$ cat src/rtl/mod_cache_arbiter.sv
`default_nettype none
// ============================================================================
// mod_cache_arbiter: shares one 64-bit memory bus between the L1 I/D caches,
// serializing write blocks and assembling read blocks. Option: ARB_DCACHE_PRIORITY_EN
// Revision: 1.0
// ============================================================================
module mod_cache_arbiter #(
  parameter int ADDRWIDTH = 64,
  parameter int BLOCKBITS = 512,
  parameter int BUSWIDTH  = 64,
  parameter int TAGWIDTH  = 13
) (
  input  logic                 clk,
  input  logic                 reset,
  input  logic                 i_reqcyc,
  input  logic [ADDRWIDTH-1:0] i_req,
  input  logic [TAGWIDTH-1:0]  i_reqtag,
  output logic                 i_reqack,
  output logic                 i_respcyc,
  output logic [BLOCKBITS-1:0] i_resp,
  output logic [TAGWIDTH-1:0]  i_resptag,
  input  logic                 i_respack,
  input  logic                 d_reqcyc,
  input  logic [ADDRWIDTH-1:0] d_req,
  input  logic [TAGWIDTH-1:0]  d_reqtag,
  input  logic [BLOCKBITS-1:0] d_reqdata,
  output logic                 d_reqack,
  output logic                 d_respcyc,
  output logic [BLOCKBITS-1:0] d_resp,
  output logic [TAGWIDTH-1:0]  d_resptag,
  input  logic                 d_respack,
  output logic                 bus_reqcyc,
  output logic [BUSWIDTH-1:0]  bus_req,
  output logic [TAGWIDTH-1:0]  bus_reqtag,
  input  logic                 bus_reqack,
  input  logic                 bus_respcyc,
  input  logic [BUSWIDTH-1:0]  bus_resp,
  input  logic [TAGWIDTH-1:0]  bus_resptag,
  output logic                 bus_respack
);
  localparam int BEATS  = BLOCKBITS / BUSWIDTH;
  localparam int C_CW   = $clog2(BEATS);
  localparam int C_OFFS = $clog2(BLOCKBITS / 8);

  localparam logic [2:0] C_IDLE    = 3'd0;
  localparam logic [2:0] C_REQ     = 3'd1;
  localparam logic [2:0] C_WDATA   = 3'd2;
  localparam logic [2:0] C_RWAIT   = 3'd3;
  localparam logic [2:0] C_WACK    = 3'd4;
  localparam logic [2:0] C_DELIVER = 3'd5;

  logic [2:0]           r_state;
  logic [C_CW-1:0]      r_count;
  logic                 r_last_d;
  logic                 r_grant_d;
  logic                 r_write;
  logic [TAGWIDTH-1:0]  r_tag;
  logic [BLOCKBITS-1:0] r_wdata;
  logic [BLOCKBITS-1:0] r_resp;
  logic                 r_i_reqack;
  logic                 r_d_reqack;
  logic                 r_respcyc;
  logic                 r_bus_reqcyc;
  logic [BUSWIDTH-1:0]  r_bus_req;
  logic [TAGWIDTH-1:0]  r_bus_reqtag;

  logic                 w_any;
  logic                 w_pick_d;
  logic [ADDRWIDTH-1:0] w_addr;
  logic [ADDRWIDTH-1:0] w_aligned;
  logic [TAGWIDTH-1:0]  w_tag;
  logic [C_CW-1:0]      w_count_nxt;
  logic                 w_respack;
  logic                 w_unused;

  assign w_any = i_reqcyc | d_reqcyc;

`ifdef ARB_DCACHE_PRIORITY_EN
  logic w_unused_last;
  assign w_pick_d      = d_reqcyc;
  assign w_unused_last = r_last_d;
`else
  // On a tie the side that was not served last wins.
  assign w_pick_d = d_reqcyc & (~i_reqcyc | ~r_last_d);
`endif

  assign w_addr      = w_pick_d ? d_req : i_req;
  assign w_aligned   = {w_addr[ADDRWIDTH-1:C_OFFS], {C_OFFS{1'b0}}};
  assign w_tag       = w_pick_d ? d_reqtag : i_reqtag;
  assign w_count_nxt = r_count + C_CW'(1);
  assign w_respack   = r_grant_d ? d_respack : i_respack;
  assign w_unused    = ^{bus_resptag, i_req[C_OFFS-1:0], d_req[C_OFFS-1:0]};

  always_ff @(posedge clk or posedge reset) begin
    if (reset) begin
      r_state      <= C_IDLE;
      r_count      <= '0;
      r_last_d     <= 1'b0;
      r_grant_d    <= 1'b0;
      r_write      <= 1'b0;
      r_tag        <= '0;
      r_wdata      <= '0;
      r_resp       <= '0;
      r_i_reqack   <= 1'b0;
      r_d_reqack   <= 1'b0;
      r_respcyc    <= 1'b0;
      r_bus_reqcyc <= 1'b0;
      r_bus_req    <= '0;
      r_bus_reqtag <= '0;
    end else begin
      r_i_reqack <= 1'b0;
      r_d_reqack <= 1'b0;
      case (r_state)
        C_IDLE: begin
          if (w_any) begin
            r_grant_d    <= w_pick_d;
            r_write      <= w_pick_d & d_reqtag[TAGWIDTH-1];
            r_tag        <= w_tag;
            r_wdata      <= d_reqdata;
            r_i_reqack   <= ~w_pick_d;
            r_d_reqack   <= w_pick_d;
            r_bus_reqcyc <= 1'b1;
            r_bus_req    <= BUSWIDTH'(w_aligned);
            r_bus_reqtag <= w_tag;
            r_count      <= '0;
            r_state      <= C_REQ;
          end
        end
        C_REQ: begin
          if (bus_reqack) begin
            r_count <= '0;
            if (r_write) begin
              r_bus_req <= r_wdata[BUSWIDTH-1:0];
              r_state   <= C_WDATA;
            end else begin
              r_bus_reqcyc <= 1'b0;
              r_bus_req    <= '0;
              r_state      <= C_RWAIT;
            end
          end
        end
        C_WDATA: begin
          if (r_count == C_CW'(BEATS - 1)) begin
            r_bus_reqcyc <= 1'b0;
            r_bus_req    <= '0;
            r_count      <= '0;
            r_state      <= C_WACK;
          end else begin
            r_bus_req <= r_wdata[BUSWIDTH*w_count_nxt +: BUSWIDTH];
            r_count   <= w_count_nxt;
          end
        end
        C_RWAIT: begin
          if (bus_respcyc) begin
            r_resp[BUSWIDTH*r_count +: BUSWIDTH] <= bus_resp;
            r_count <= w_count_nxt;
            if (r_count == C_CW'(BEATS - 1)) begin
              r_respcyc <= 1'b1;
              r_state   <= C_DELIVER;
            end
          end
        end
        C_WACK: begin
          if (bus_respcyc) begin
            r_resp    <= '0;
            r_respcyc <= 1'b1;
            r_state   <= C_DELIVER;
          end
        end
        C_DELIVER: begin
          if (w_respack) begin
            r_respcyc <= 1'b0;
            r_last_d  <= r_grant_d;
            r_state   <= C_IDLE;
          end
        end
        default: r_state <= C_IDLE;
      endcase
    end
  end

  assign i_reqack    = r_i_reqack;
  assign d_reqack    = r_d_reqack;
  assign i_respcyc   = r_respcyc & ~r_grant_d;
  assign d_respcyc   = r_respcyc & r_grant_d;
  assign i_resp      = i_respcyc ? r_resp : '0;
  assign d_resp      = d_respcyc ? r_resp : '0;
  assign i_resptag   = i_respcyc ? r_tag : '0;
  assign d_resptag   = d_respcyc ? r_tag : '0;
  assign bus_reqcyc  = r_bus_reqcyc;
  assign bus_req     = r_bus_req;
  assign bus_reqtag  = r_bus_reqtag;
  // Beats outside the read/ack-wait states are left unacknowledged.
  assign bus_respack = bus_respcyc & ((r_state == C_RWAIT) | (r_state == C_WACK));

endmodule
`default_nettype wire

$ cat config.mk
export PLATFORM = sky130hd
export DESIGN_NAME = mod_cache_arbiter
export DESIGN_NICKNAME = d
export VERILOG_FILES = /design/src/rtl/mod_cache_arbiter.sv
export SDC_FILE = /design/constraint.sdc
export NUM_CORES = 2
export LEC_CHECK = 0
export CORE_AREA = 2 2 734 736
export CTS_CLUSTER_SIZE = 8
export DETAILED_ROUTE_END_ITERATION = 8
export DIE_AREA = 0 0 736 738
export DONT_BUFFER_PORTS = 1
export RECOVER_POWER = 50
export SLEW_MARGIN = 20
export SYNTH_ARGS = -nofsm -noshare
export SYNTH_HDL_FRONTEND = slang
export SYNTH_SLANG_ARGS = --single-unit
$ cat constraint.sdc
create_clock -name clk -period 56.1 [get_ports clk]
set_clock_uncertainty 0.05 [all_clocks]
set_input_delay 11.22 -clock clk [delete_from_list [all_inputs] [get_ports clk]]
set_output_delay 11.22 -clock clk [all_outputs]
set_load 0.05 [all_outputs]
==> out/metrics.cfg <==
[power_and_ir_drop]
worst_ir_drop_vdd_mv=0.04538
cellPowerDensity_nw_per_um2=82.40
total_power_mw=5.613
leakage_nw=31.44

[grt]
grt_usage=0.1588
antenna_found_initial=231
grt_max_degree=212
grt_pass1_vias=44737
grt-ovfl-total=0
grt_pass1_wl_mm=552.1

[routing]
drtPass1Iterations=9
vias=48305
drcViolationCount=124
routedWlPerCell_um=35.28
wl_met2_mm=207.0
wl_met3_mm=57.45
via_per_inst=3.736
antenna_left=0
wl_met1_mm=160.6
dr.max_layer_used=met5
wl_mm=456.2
drt_iter0_markers=5388

[layout]
multi_input_area_sq_um=25030
final_cell_mix=1,875 x nand2_1, 1,111 x dfrtp_1, 524 x and3_1
ff_latch_area_sq_um=27890
final_common_cell=nand2_1
fillers=61012
area_growth_pct=24.16
nets=6478
drive_above_1_share=0.07135

[cts]
clk_pin_slew_ns=0.05
cts_tree=done
cts_inserted_buffers=176
clock_sinks=1114
insertion_delay_ns=0.91
postCtsResizedCells=0
cts_buffer_depth=4
post_cts_buffers=0
clock_tree.root_cell=clkbuf_16
cts_max_level=4
cts-hold-fix-buffers=0

[logic_synthesis]
netlist_area_sq_um=54860
yosysTopAreaCell=dfrtp_1
synth-main-ff-cell=dfrtp_1
syn_inst=5935
ys_ff_latch=1114
synthesis.nets=6691
syn_avg_cell_area_sq_um=9.244
synth_edf_count=0
yosysTopAreaCellShare=0.5081
synthTopCellsByArea=dfrtp_1 51%, nand2_1 13%, mux2i_1 7.8%, and2_1 6.0%, and3_1 6.0%
synth.distinct_cells=54
ys_seq_area_frac=0.5081
async_reset_ff_frac=1.000
yosysWarnings=0

[floorplanning]
start_util=0.1025
core-area_sq_um=535200
die_area_sq_um=543200
dieHeight_um=738
die_x_um=736
num_rows=269
ios=1884

[sta]
setup_viol=0
final.period_utilization=0.4247
timing.fmax_ghz=0.04197
post-route-min-period_ns=23.83
rsz0062_at_grt=false
max-slew-margin-rel=-4.913
drv_slew=2052
fin_setup_tns_ns=0
worst_pin_slew_ns=8.869
holdWs_ns=0.4186
hold_viol=0

[critical_path]
path_max_fanout=162
worstSetupStartpoint=reset
r2r-start=r_state[1]
criticalPathCategory=primary input to asynchronous set/reset pin
end_kind=asynchronous set/reset pin
cp.arrival_ns=22.54
startpoint_type=primary input
required_ns=54.82

[placed_design]
dpl.hpwl_mm=368.3
globalplace.congestion=0.9805
io_buffers=0

[min_path]
hold_start=r_wdata[367]
hold_path.class=flip-flop to flip-flop

[status]
status=complete, but fails checks
violations=design-rule violations, max-capacitance violations, max-slew violations

[job]
cap_violations=44

## final timing paths
check / depth (start not counted) / slack, ns / endpoint
setup / recovery: 3 / 32.28 / r_resp[10]
hold / removal: 2 / 0.42 / r_wdata[367]
setup reg to reg: 7 / 47.26 / r_resp[175]
hold reg to reg: 2 / 0.42 / r_wdata[367]
max in group clk: 2 / 32.82 / bus_respack
min in group asynchronous: 1 / 11.53 / r_wdata[491]
## final cells by class
type,count,share of cell area
antenna,111,0.004078
clock buffer,196,0.06782
clock inverter,34,0.007789
inverter,9,0.0005143
multi-input combinational,4284,0.3675
sequential,1114,0.4094
tap,7046,0.1294
timing repair buffer,137,0.01346
## critical path: stages
cell	delay (ns)
clkinvlp_2	2.46
clkbuf_1	2.13
clkbuf_1	6.29
## cell families after synthesis
kind of cell	share of synthesized area
DFF	0.5081
xor gates and xnor gates	0.0001597
adders and majority gates	0.001140
buffers and inverters	0.03927
and+or+nand+nor	0.2787
muxes	0.09898
AOI/OAI and AO/OA	0.07362
## registers in the layout, indices dropped and copies added, names as in the netlist
register,count
d_reqack,1
r_resp,512
r_write,1
r_count,3
r_wdata,512
r_grant_d,1
r_last_d,1
i_reqack,1
bus_req,64
bus_reqtag,13
bus_reqcyc,1
r_state,3
r_respcyc,1
## cells in the mapped netlist (3+ instances only)
cell       instances
a21oi_1            8
a222oi_1          15
a22o_1           198
a22oi_1           86
a2bb2oi_1         43
a31oi_1           58
and2_1           530
and3_1           525
buf_1             17
buf_2             75
buf_6              6
clkbuf_1         430
dfrtp_1         1114
ha_1               5
inv_1              9
mux2_2            16
mux2i_1          430
mux4_2            42
nand2_1         1875
nand2b_1           3
nand3_1          226
nor2_1            69
nor2b_1            5
nor3_1             4
nor3_2             3
nor3b_1            3
o2111ai_1          3
o211ai_1           7
o21ai_0           87
o31ai_1           15
## per-stage QoR
step / std cells / setup slack (ns) / util / instance area (sq um)
finish: 12931 / 32.28 / 0.1273 / 68110
global placement: 12589 / 32.80 / 0.1176 / 62930
detailed placement: 12589 / 32.76 / 0.1176 / 62930
global route: 12869 / 29.84 / 0.1270 / 67960
CTS: 12819 / 32.76 / 0.1272 / 68080
floorplan: 5935 / 13.46 / - / 54860
## where the power goes
group          switching [mW]  total (mW)  internal [mW]  leakage [nW]
sequential              0.603        1.77           1.17          14.2
clock                   0.440        1.04          0.597          2.50
combinational            2.19        2.80          0.613          14.7
## metal layers
metal / vias to the layer above / GRT usage
met4: 110 / 0.09043
met1: 24416 / 0.1677
met2: 3182 / 0.2529
met3: 1005 / 0.08347
li1: 19592 / -
met5: - / 0.004893
(Power assumes the default switching activity.)
